===== src/rtl/fetch_unit.sv =====
// Instruction-fetch stage: drives the instruction memory address, tracks the
// one-cycle read latency and fills the IF/ID register. Optional halt on opcode F: FETCH_HALT_EN.
//
// state   | meaning
// --------+-----------------------------------------------------------
// RUN     | normal fetch: sequential advance, stall rewind, redirect
// HALTED  | fetch frozen after an opcode-F instruction (FETCH_HALT_EN)
module fetch_unit #(
    parameter logic [15:0] RESET_PC = 16'h0000,
    parameter logic [15:0] PC_STEP  = 16'd2,
    parameter logic [15:0] NOP_WORD = 16'h0000
) (
    input  logic        clk,
    input  logic        rst,
    input  logic        stall,
    input  logic        redirect,
    input  logic [15:0] redirect_target,
    input  logic [15:0] instruction_in,
    output logic [15:0] read_address,
    output logic [15:0] if_id_pc,
    output logic [15:0] if_id_instruction,
    output logic        if_id_valid,
    output logic [15:0] fetch_count,
    output logic        halted
);

    localparam logic [0:0] ST_RUN    = 1'b0;
    localparam logic [0:0] ST_HALTED = 1'b1;

    logic [0:0]  state, state_nxt;
    logic [15:0] pc, pc_nxt;
    logic [15:0] inflight_pc;
    logic        inflight_valid, inflight_valid_nxt;
    logic [15:0] ifid_pc_nxt;
    logic [15:0] ifid_instr_nxt;
    logic        ifid_valid_nxt;
    logic [15:0] count_nxt;
    logic        halt_hit;

    // Opcode F only ends fetch when the halt feature is built in.
`ifdef FETCH_HALT_EN
    assign halt_hit = inflight_valid && (instruction_in[15:12] == 4'hF);
`else
    assign halt_hit = 1'b0;
`endif

    always_comb begin
        state_nxt          = state;
        pc_nxt             = pc;
        inflight_valid_nxt = inflight_valid;
        ifid_pc_nxt        = if_id_pc;
        ifid_instr_nxt     = if_id_instruction;
        ifid_valid_nxt     = if_id_valid;
        count_nxt          = fetch_count;

        if (redirect) begin
            state_nxt          = ST_RUN;
            pc_nxt             = redirect_target;
            inflight_valid_nxt = 1'b0;
            ifid_pc_nxt        = 16'h0000;
            ifid_instr_nxt     = NOP_WORD;
            ifid_valid_nxt     = 1'b0;
        end else if (state == ST_HALTED) begin
            inflight_valid_nxt = 1'b0;
            ifid_pc_nxt        = 16'h0000;
            ifid_instr_nxt     = NOP_WORD;
            ifid_valid_nxt     = 1'b0;
        end else if (stall) begin
            // Rewind to the pending address so the in-flight word is refetched, not lost.
            if (inflight_valid) begin
                pc_nxt             = inflight_pc;
                inflight_valid_nxt = 1'b0;
            end else begin
                inflight_valid_nxt = 1'b1;
            end
        end else begin
            ifid_pc_nxt        = inflight_pc;
            ifid_instr_nxt     = inflight_valid ? instruction_in : NOP_WORD;
            ifid_valid_nxt     = inflight_valid;
            pc_nxt             = pc + PC_STEP;
            inflight_valid_nxt = 1'b1;
            if (inflight_valid) begin
                count_nxt = fetch_count + 16'd1;
            end
            if (halt_hit) begin
                state_nxt          = ST_HALTED;
                inflight_valid_nxt = 1'b0;
            end
        end
    end

    always_ff @(posedge clk or negedge rst) begin
        if (!rst) begin
            state             <= ST_RUN;
            pc                <= RESET_PC;
            inflight_pc       <= 16'h0000;
            inflight_valid    <= 1'b0;
            if_id_pc          <= 16'h0000;
            if_id_instruction <= NOP_WORD;
            if_id_valid       <= 1'b0;
            fetch_count       <= 16'h0000;
        end else begin
            state             <= state_nxt;
            pc                <= pc_nxt;
            inflight_pc       <= pc;
            inflight_valid    <= inflight_valid_nxt;
            if_id_pc          <= ifid_pc_nxt;
            if_id_instruction <= ifid_instr_nxt;
            if_id_valid       <= ifid_valid_nxt;
            fetch_count       <= count_nxt;
        end
    end

    assign read_address = pc;

`ifdef FETCH_HALT_EN
    assign halted = (state == ST_HALTED);
`else
    assign halted = 1'b0;
`endif

endmodule


===== config.mk =====
export PLATFORM = sky130hd
export DESIGN_NAME = fetch_unit
export DESIGN_NICKNAME = d
export VERILOG_FILES = /design/src/rtl/fetch_unit.sv
export SDC_FILE = /design/constraint.sdc
export NUM_CORES = 1
export LEC_CHECK = 0
export CELL_PAD_IN_SITES_DETAIL_PLACEMENT = 0
export CELL_PAD_IN_SITES_GLOBAL_PLACEMENT = 1
export CORE_AREA = 2 2 102 104
export CTS_CLUSTER_DIAMETER = 100
export DETAILED_ROUTE_END_ITERATION = 10
export DIE_AREA = 0 0 104 106
export HOLD_SLACK_MARGIN = 0.02
export PLACE_DENSITY_LB_ADDON = 0.25
export SYNTH_ARGS = -nofsm -noshare
export SYNTH_HDL_FRONTEND = slang
export SYNTH_SLANG_ARGS = --single-unit

===== constraint.sdc =====
create_clock -name clk -period 2.18 [get_ports clk]
set_input_delay 0.654 -clock clk [delete_from_list [all_inputs] [get_ports clk]]
set_output_delay 0.654 -clock clk [all_outputs]
set_load 0.05 [all_outputs]

=== Yosys cells after proc, flatten, opt, wreduce, memory -nomap -nowiden ===
Index checks and enable logic that the tools add are counted.

* Word-level logic and storage cells: 38
* Output and inout port bits: 66
* Register bits after elaboration: 83
* Bits of input ports: 36

* Equal/unequal tests: 3
* Bitwise operators: 3
* Reduce and logical (&&, ||, !) cells: 2
* Add/subtract/negate cells: 2
* Muxes and demuxes: 20

{| class="wikitable"
|+ Operators with widths
! operator !! count
|-
| 2-to-1 mux 16 bit || 11
|-
| adder 16 x 1 -> 16 bit, second input constant || 1
|-
| adder 16 x 2 -> 16 bit, second input constant || 1
|-
| 2-to-1 mux 1 bit || 9
|-
| != test 3 x 1 -> 1 bit, second input constant || 2
|-
| AND reduction 4 bit || 1
|-
| NOT 1 bit || 3
|-
| != test 2 bit, second input constant || 1
|-
| AND reduction 2 bit || 1
|}

=== Longest topological paths before layout ===
Gate-level depths: netlist (run 1).

* Depth after elaboration: 4
* Depth in mapped cells: 6
* Mapped depth without buffers: 5

=== Worst setup path after synthesis (run 1) ===
Ideal clock, no wire load.

* Kind: reg-to-reg
* From: reg pc[1], in the netlist read_address[1]
* To: reg pc[15], in the netlist read_address[15]
* Setup slack: 293 ps
* Required time: 2,060 ps
* Buffers on the path: 1
* Cell stages (with the launch flop): 7
* Setup time: 120 ps
* Arrival time: 1,768 ps
* Clock period less this slack: 1,887 ps
* Cell sequence: dfrtp_1 ha_1 and4_4 and2_1 clkbuf_2 a31o_2 and3_1

* Longest elaborated chain between the ends: 4

{| class="wikitable"
|+ Ends and longest elaborated chain
! element !! line !! source
|-
| from (decl) || 31 || <nowiki>logic [15:0] pc, pc_nxt;</nowiki>
|-
| from (signal assigned) || 104 || <nowiki>pc <= pc_nxt;</nowiki>
|-
| adder 16 x 2 -> 16 bit || 80 || <nowiki>pc_nxt = pc + PC_STEP;</nowiki>
|-
| 2-to-1 mux 16 bit || 68 || <nowiki>end else if (stall) begin</nowiki>
|-
| 2-to-1 mux 16 bit || 63 || <nowiki>end else if (state == ST_HALTED) begin</nowiki>
|-
| 2-to-1 mux 16 bit || 56 || <nowiki>if (redirect) begin</nowiki>
|}

No other way between the ends. The select of a mux whose other input is x is not followed.
A chain may end at the register's enable or synchronous reset.

=== Worst setup path after layout (run 1) ===
* From: reg if_id_instruction[7]
* To: out if_id_instruction[7]

{| class="wikitable"
|+ RTL lines
! element !! line !! source
|-
| from (decl) || 21 || <nowiki>output logic [15:0] if_id_instruction,</nowiki>
|-
| from (signal assigned) || 108 || <nowiki>if_id_instruction <= ifid_instr_nxt;</nowiki>
|}

No word-level cell between the ends.

==> results of run 1 <==
-- report_power, final --
part / switching, W / leakage, nW / total (W) / internal, W
clock network: 0.000545 / 0.108 / 0.00120 / 0.000655
logic: 0.000640 / 1.31 / 0.00100 / 0.000362
registers: 0.000169 / 1.06 / 0.00184 / 0.00167
total: 0.00135 / 2.48 / 0.00404 / 0.00269
-- sequential cells by signal (all words and copies together), names as in the netlist --
signal,cells
read_address,16
if_id_instruction,16
if_id_valid,1
inflight_pc,16
fetch_count,16
if_id_pc,16
inflight_valid,1
-- cells by family (layout without fill, tap and decap cells) --
group,after synthesis,after routing,synth area share [%]
AOI/OAI and AO/OA,76,76,15.6
xor gates and xnor gates,16,16,3.93
adders and majority gates,2,2,0.702
buffers and inverters,24,133,3.37
DFF,82,82,57.6
muxes,20,20,5.69
other,1,1,0.105
and+or+nand+nor,82,82,13.0
-- synthesized netlist by cell type, types with 5 or more instances --
master / number
a21o_1: 6
a21oi_1: 11
a22o_1: 16
a22oi_1: 5
a2bb2oi_1: 7
and3_1: 7
buf_2: 11
dfrtp_1: 82
inv_1: 5
mux2i_1: 18
nand2_1: 12
nand2b_1: 7
nand3_1: 9
nand4_1: 7
nor2_1: 21
o21ai_0: 10
xnor2_1: 10
xor2_1: 6
-- worst register-to-register path: stages, from the launching register on --
cell and delay (ns):
dfrtp_1 0.44, ha_1 0.28, and4_4 0.24, and2_1 0.26
a31o_2 0.28, and3_1 0.16
-- layer usage --
metal / track usage, % / wire length (um)
met5: 0 / 0
met4: 7.53 / 65
met3: 2.76 / 426
met2: 25.4 / 4030
met1: 23.1 / 4250
-- cell type report --
type / instances / area (um2) / share of cell area (%)
clock buffers: 13 / 179 / 3.68
multi-input cells: 197 / 1400 / 28.7
flip-flops and latches: 82 / 2050 / 42.2
well taps: 136 / 170 / 3.50
clock inverters: 3 / 45.0 / 0.926
repair buffers: 112 / 1000 / 20.6
inverters: 5 / 18.8 / 0.386
-- per-stage QoR --
| stage | total power (W) | hold slack (ns) | instance area (um2) |
|---|---|---|---|
| detailed placement | 0.00288 | 0.402 | 4620 |
| floorplan | 0.00248 | 0.358 | 3560 |
| finish | 0.00404 | 0.254 | 4860 |
| global placement | 0.00287 | 0.397 | 4620 |
| CTS | 0.00409 | 0.268 | 4840 |
| global route | 0.00424 | 0.275 | 4860 |
-- cell usage in the layout (no fill, tap or decap), types with 10 or more instances in the layout --
master	Yosys	routed
clkdlybuf4s50_1	0	34
dfrtp_1	82	82
mux2i_1	18	18
a22o_1	16	16
nor2_1	21	21
buf_4	4	58
xnor2_1	10	10
clkbuf_8	0	13
dlymetal6s2s_1	0	10
o21ai_0	10	10
nand2_1	12	12
a21oi_1	11	11
-- path summary, 6_finish.rpt --
path / end / cells after the start / from / slack (ns)
max: if_id_instruction[7] / 1 / if_id_instruction[7] / 0.04
min: if_id_instruction[12] / 1 / rst / 0.25
max reg2reg: read_address[15] / 5 / read_address[1] / 0.41
min reg2reg: inflight_pc[0] / 0 / read_address[0] / 0.42
max in group asynchronous: if_id_pc[11] / 2 / rst / 1.28
min in group clk: inflight_pc[0] / 0 / read_address[0] / 0.42
-- repair_timing --
action,4_1_cts,5_1_grt
buffers inserted,0,0
endpoints found under the setup margin,6,10
gates cloned,0,0
resized for setup,6,10
==> results.md, run 1 <==
Synth
- **share of Yosys cell area claimed by the top area cell type** 57.6%
- **total number of yosys warnings** 0
- **post-synthesis sequential area ratio** 57.6%
- **ranking of synthesized cells by area** dfrtp_1 (58%), mux2i_1 (5.1%), a22o_1 (3.9%)
- **post-synthesis cell type count** 46
- **Seq cells post-synth** 82
- **Syn Inst Count** 303
- **number of enable-type register cells in the synthesized netlist** 0
- **netlist area before placement** 0.00356 mm2
- **library cell with the largest summed area after synthesis** dfrtp_1
- **Mean Syn Cell Area** 11.8 um2
- **Syn Nets** 341
- **ys flop type** dfrtp_1
- **proportion of register bits with asynchronous set or reset after synthesis** 100%

Routing
- **via density per instance** 5.00
- **initial detailed-routing violation count** 164
- **number of detailed-routing iterations run before antenna repair** 5
- **Vias** 2739
- **average detailed-routed wire length per instance** 16.0 um
- **post-route antenna net violation count** 0
- **post-detailed-route DRC marker count** 0
- **wirelength, routed** 8.77 mm

Run
- **max-capacitance violation count** 0

Critical path
- **Critical Path, Cell by Cell** clkdlybuf4s50_1
- **Worst setup SP type** flip-flop
- **Worst EP required** 1.53 ns
- **CP max FO** 2
- **data arrival time of the critical path** 1.49 ns
- **CP top delay family** buffers and inverters
- **combined buffer and inverter count along the critical path** 1
- **cell with the biggest individual delay on the critical path** clkdlybuf4s50_1
- **critical path endpoint category** output pin
- **slowest stage delay, CP** 0.80 ns
- **type of the worst setup path** reg -> out

Finish
- **fin util** 48.6%
- **number of non-filler instances in the completed layout** 548
- **nets@finish** 445
- **count of fill cells added during filler insertion** 964
- **Syn-to-layout area delta** 36.4%
- **number of diodes** 0
- **layout cells sized above 1** 21.6%

CTS
- **Clock Path Buffers** 2
- **Sinks on Clock Net** 82
- **CTS tree** yes
- **Clk Latency, worst-skew pair** 0.34 ns
- **clock-pin slew reported for the worst setup and hold paths after clock tree synthesis** 0.08 ns
- **number of buffers created by CTS** 9
- **CTS root buffer** clkbuf_8
- **CTS H-tree depth** 3
- **number of buffers inserted for hold repair after clock tree synthesis** 0

STA
- **post-route fraction of the period consumed by the critical path** 98.2%
- **setup repair after global routing missed its margin** no
- **fin crit period** 2.14 ns
- **maximum achievable frequency** 467 MHz
- **endpoints failing setup** 0
- **count of pins over their slew limit** 0
- **actual transition at the worst max-transition pin** 0.522 ns
- **worst slew margin relative to its limit** 65.1%
- **final sum of negative setup slack** 0 ns
- **worst path setup slack after routing** 0.0383 ns
- **Final Hold Violating Endpoints** 0
- **Post-Route Skew** 0.00863 ns

Pwr
- **highest ir drop seen on vdd** 0.000372 V
- **Pwr per Cell Area** 831 mW/mm2
- **P_leak** 2.48 nW

Status
- **status** completed

Global routing
- **via count of the first global-routing pass** 2722
- **number of antenna violations at the first check in global routing** 0
- **total routing usage reported by global routing** 16.6%
- **global-route wire length before repair** 14.4 mm
- **overall overflow remaining after global route** 0
- **maximum number of pins on one net before global-route repair** 36

Place
- **placed wire-length estimate after detailed placement** 6.23 mm
- **post-placement worst setup slack** 0.270 ns
- **total instance count after detailed placement** 532
- **final estimated routing congestion in global placement** 0.744
- **Port Buf Inserts** 100

Floorplan
- **Die Height** 106 um
- **overall die width** 104 um
- **initial cell density of the core** 35.6%
- **total number of placement rows** 37
- **core outline area** 0.0100 mm2
- **die outline area** 0.0110 mm2
- **number of top-level pins** 102

Min path
- **path category of the worst min-delay check** in -> async

No activity file was read; power rests on OpenSTA's default activity.
==> inputs of run 2 (changes only) <==
SETUP_SLACK_MARGIN = 0.4   (was unset)
==> run 2 against run 1 <==
Utilization is 0.54 points higher. Count of clock-buffer cells in the layout is 3 lower. Largest cell class unchanged. Clock skew is 0.00066 ns higher. Via count is 0.47% higher. Routed wire length is 1.9% higher. Flip-flop and latch count stayed put. Sequential share of layout area is 0.31 points lower.
==> results.md, run 2 (same netlist as run 1, synthesis figures left out) <==
Status
- **status** completed

Floorplan
- **initial cell density of the core** 35.6%
- **core outline area** 0.0100 mm2
- **die outline area** 0.0110 mm2
- **Die Height** 106 um
- **overall die width** 104 um
- **number of top-level pins** 102
- **total number of placement rows** 37

Finish
- **count of fill cells added during filler insertion** 973
- **layout cells sized above 1** 29.1%
- **fin util** 49.2%
- **Syn-to-layout area delta** 37.9%
- **Finished Cell Area** 0.00492 mm2
- **most frequent standard cell in the layout excluding fill and tap cells** dfrtp_1
- **number of diodes** 0
- **nets@finish** 453
- **commonest cells after routing, fill and taps aside** dfrtp_1 (76), buf_4 (65), clkdlybuf4s50_1 (32)

CTS
- **Sinks on Clock Net** 82
- **Clk Latency, worst-skew pair** 0.34 ns
- **clock-pin slew reported for the worst setup and hold paths after clock tree synthesis** 0.09 ns
- **CTS root buffer** clkbuf_8
- **number of buffers inserted for hold repair after clock tree synthesis** 0
- **CTS H-tree depth** 3
- **CTS tree** yes
- **Clock Path Buffers** 2
- **number of buffers created by CTS** 9

Critical path
- **type of the worst setup path** reg -> out
- **Worst setup SP type** flip-flop
- **slowest stage delay, CP** 0.39 ns
- **cell depth of the worst setup path** 1
- **critical path endpoint category** output pin
- **worst reg-to-reg path cell count** 5
- **CP max FO** 2
- **data arrival time of the critical path** 1.09 ns
- **combined buffer and inverter count along the critical path** 1
- **Worst EP required** 1.53 ns
- **cell with the biggest individual delay on the critical path** dfrtp_1
- **Critical Path, Cell by Cell** clkdlybuf4s18_2
- **CP top delay family** flip-flops

Pwr
- **P_leak** 2.32 nW
- **Pwr per Cell Area** 806 mW/mm2
- **total power** 0.00397 W
- **highest ir drop seen on vdd** 0.000374 V

Routing
- **average detailed-routed wire length per instance** 16.1 um
- **number of detailed-routing iterations run before antenna repair** 4
- **wirelength, routed** 8.94 mm
- **Vias** 2752
- **initial detailed-routing violation count** 132
- **via density per instance** 4.96
- **post-detailed-route DRC marker count** 0
- **post-route antenna net violation count** 0

STA
- **post-route fraction of the period consumed by the critical path** 79.9%
- **worst path setup slack after routing** 0.438 ns
- **endpoints failing setup** 0
- **setup repair after global routing missed its margin** no
- **Final Hold Violating Endpoints** 0
- **count of pins over their slew limit** 0
- **final sum of negative setup slack** 0 ns
- **Post-Route Skew** 0.00929 ns
- **fin crit period** 1.74 ns
- **maximum achievable frequency** 574 MHz

Place
- **placed wire-length estimate after detailed placement** 6.25 mm
- **Cell Area, Placed** 0.00467 mm2
- **final estimated routing congestion in global placement** 0.721
- **post-placement worst setup slack** -0.227 ns
- **Port Buf Inserts** 100

Global routing
- **overall overflow remaining after global route** 0
- **total routing usage reported by global routing** 16.9%
- **via count of the first global-routing pass** 2862
- **number of antenna violations at the first check in global routing** 0
- **maximum number of pins on one net before global-route repair** 38
- **global-route wire length before repair** 15.0 mm

Run
- **max-capacitance violation count** 0

Min path
- **path category of the worst min-delay check** in -> async

run 2: cell count changes in the layout (fill, tap and decap cells not counted), moves of 3 or more:
cell             previous run  this run
buf_4                      58        65
dlygate4sd2_1               6         1
dlymetal6s2s_1             10         0
dfrtp_1                    82        76
clkdlybuf4s15_2             0        13
clkbuf_8                   13        10
dfrtp_2                     0         6
run 2: path summary, 6_finish.rpt:
path / startpoint / end / slack (ns)
max: if_id_instruction[11] / if_id_instruction[11] / 0.44
min: rst / if_id_instruction[12] / 0.23
max reg2reg: read_address[1] / read_address[15] / 0.52
min reg2reg: read_address[0] / inflight_pc[0] / 0.42
max in group asynchronous: rst / fetch_count[1] / 1.36
min in group clk: read_address[0] / inflight_pc[0] / 0.42
run 2: report_power, final:
part	switching, W	internal (W)	total, W
sequential	0.000175	0.00167	0.00185
clock	0.000544	0.000551	0.00109
combinational	0.000646	0.000378	0.00102
total	0.00136	0.00260	0.00397
run 2: repair_timing:
item | CTS | global route
gates cloned | 0 | 0
setup buffers | 2 | 0
pin swaps | 2 | 0
endpoints found under the hold margin | 0 | 0
resized for setup | 58 | 10
setup endpoints to repair | 54 | 8
run 2: layer usage:
layer	wire, um	global-route usage [%]
met5	0	0
met3	399	2.76
met2	4020	26.2
met1	4430	24.0
met4	94	6.37
run 2: cell type report:
class                           count  area, um2  area share [%]
Inverter                            5       18.8           0.382
Clock inverter                      5       55.1            1.12
Tap cell                          136        170            3.46
Timing Repair Buffer              120       1070            21.8
Clock buffer                       10        138            2.80
Sequential cell                    82       2060            41.9
Multi-Input combinational cell    197       1410            28.6
run 2: stage by stage:
step                cells  hold WS (ns)
global route          555         0.237
floorplan             303         0.358
detailed placement    538         0.400
global placement      538         0.394
finish                555         0.225
CTS                   555         0.218
==> inputs of run 3 (changes only) <==
clock period = 1.76 ns   (was 2.18 ns; I/O delays follow)
==> run 3 against run 2 <==
Hold slack lost 0.11 ns. Worst setup slack got worse by 0.23 ns. Clock power up 29%. Count of clock-buffer cells in the layout rose by 1. Cell count up 12%. Via count grew 12%. Routed wire length grew 15%. Critical path type unchanged. Largest power group unchanged. Highest routed layer unchanged.
==> results.md, run 3 (same netlist as run 1, synthesis figures left out) <==
Finish
- **count of fill cells added during filler insertion** 779
- **layout cells sized above 1** 51.2%
- **Syn-to-layout area delta** 81.9%
- **number of diodes** 0
- **commonest cells after routing, fill and taps aside** buf_4 (69), buf_12 (68), dfrtp_1 (54)
- **most frequent standard cell in the layout excluding fill and tap cells** buf_4
- **nets@finish** 517

Critical path
- **CP max FO** 2
- **combined buffer and inverter count along the critical path** 2
- **cell with the biggest individual delay on the critical path** dfrtp_2
- **Worst EP required** 1.23 ns
- **CP top delay family** flip-flops
- **Worst setup SP type** flip-flop
- **type of the worst setup path** reg -> out
- **RR Startpoint** read_address[1]
- **critical path endpoint category** output pin
- **slowest stage delay, CP** 0.42 ns
- **data arrival time of the critical path** 1.02 ns
- **Worst Setup SP** read_address[7]
- **Critical Path, Cell by Cell** buf_6, buf_12

STA
- **endpoints failing setup** 0
- **fin crit period** 1.55 ns
- **setup repair after global routing missed its margin** yes
- **worst path setup slack after routing** 0.207 ns
- **Final Hold Violating Endpoints** 0
- **post-route fraction of the period consumed by the critical path** 88.2%
- **maximum achievable frequency** 644 MHz
- **final sum of negative setup slack** 0 ns
- **count of pins over their slew limit** 0
- **Post-Route Skew** 0.00999 ns

Global routing
- **maximum number of pins on one net before global-route repair** 35
- **total routing usage reported by global routing** 18.8%
- **global-route wire length before repair** 16.7 mm
- **via count of the first global-routing pass** 3231
- **number of antenna violations at the first check in global routing** 0
- **overall overflow remaining after global route** 0

Place
- **placed wire-length estimate after detailed placement** 6.47 mm
- **final estimated routing congestion in global placement** 0.787
- **Port Buf Inserts** 100
- **post-placement worst setup slack** 0.0787 ns

Floorplan
- **total number of placement rows** 37
- **number of top-level pins** 102
- **die outline area** 0.0110 mm2
- **Die Height** 106 um
- **core outline area** 0.0100 mm2
- **initial cell density of the core** 35.6%
- **overall die width** 104 um

Routing
- **number of detailed-routing iterations run before antenna repair** 6
- **DR WL met2** 5.07 mm
- **initial detailed-routing violation count** 89
- **wirelength, routed** 10.3 mm
- **post-route antenna net violation count** 0
- **average detailed-routed wire length per instance** 16.6 um
- **post-detailed-route DRC marker count** 0
- **highest routed layer** met4
- **Metal-1 WL** 4.60 mm
- **via density per instance** 4.97
- **detailed route wirelength on metal3** 450 um
- **Vias** 3082

CTS
- **CTS H-tree depth** 3
- **clock-pin slew reported for the worst setup and hold paths after clock tree synthesis** 0.09 ns
- **CTS tree** yes
- **Clock Path Buffers** 2
- **Clk Latency, worst-skew pair** 0.35 ns
- **CTS root buffer** clkbuf_8
- **number of buffers created by CTS** 9
- **Sinks on Clock Net** 82

Min path
- **path category of the worst min-delay check** in -> async

Pwr
- **highest ir drop seen on vdd** 0.000553 V
- **P_leak** 2.92 nW
- **Pwr per Cell Area** 900 mW/mm2

Status
- **status** completed

Run
- **max-capacitance violation count** 0

run 3: cell count changes in the layout (fill, tap and decap cells not counted), moves of 7 or more:
cell             before  now
buf_6                 1   12
dfrtp_2               6   28
buf_12                3   68
nand3_1               9    2
clkdlybuf4s15_2      13    0
dfrtp_1              76   54
run 3: path summary, 6_finish.rpt:
kind,endpoint,slack [ns],depth (start not counted)
min in group clk,inflight_pc[10],0.46,0
worst min-delay path,if_id_instruction[15],0.11,1
worst min register to register,inflight_pc[10],0.46,0
max in group asynchronous,fetch_count[1],0.99,2
worst max register to register,read_address[15],0.29,5
worst max-delay path,read_address[7],0.21,2
run 3: power by group:
part	internal, W	leakage (nW)	switching [W]
Clock	0.000703	0.0962	0.000703
Combinational	0.00111	1.79	0.00101
Sequential	0.00209	1.03	0.000222
run 3: area by class of cell:
class                      count  area (um2)  share of cell area (%)
tap                          136         170                    2.62
inverter                       5        21.3                   0.328
multi-input combinational    197        1650                    25.5
clock buffer                  11         141                    2.18
timing repair buffer         184        2350                    36.2
clock inverter                 5        62.6                   0.965
sequential                    82        2090                    32.2
run 3: timing repair:
item                       4_1_cts  5_1_grt
setup endpoints to repair      109      107
hold buffers                     0        0
pin swaps                       24       24
resized for setup               30       30
buffers inserted                51       17
run 3: metrics by stage:
step | cells | utilization (%) | power [W] | cell area, um2 | hold slack, ns
2_1_floorplan | 303 | - | 0.00315 | 3700 | 0.232
3_3_place_gp | 536 | 55.2 | 0.00405 | 5520 | 0.444
3_5_place_dp | 536 | 55.2 | 0.00407 | 5520 | 0.444
4_1_cts | 603 | 62.2 | 0.00578 | 6220 | 0.110
5_1_grt | 620 | 64.8 | 0.00611 | 6480 | 0.126
6_report | 620 | 64.8 | 0.00583 | 6480 | 0.112
run 3: routing by layer:
metal / global-route usage [%] / up-vias
met3: 3.31 / 17
met2: 30.2 / 90
met1: 25.6 / 1523
met4: 7.14 / 0
li1: - / 1452
met5: 0 / -
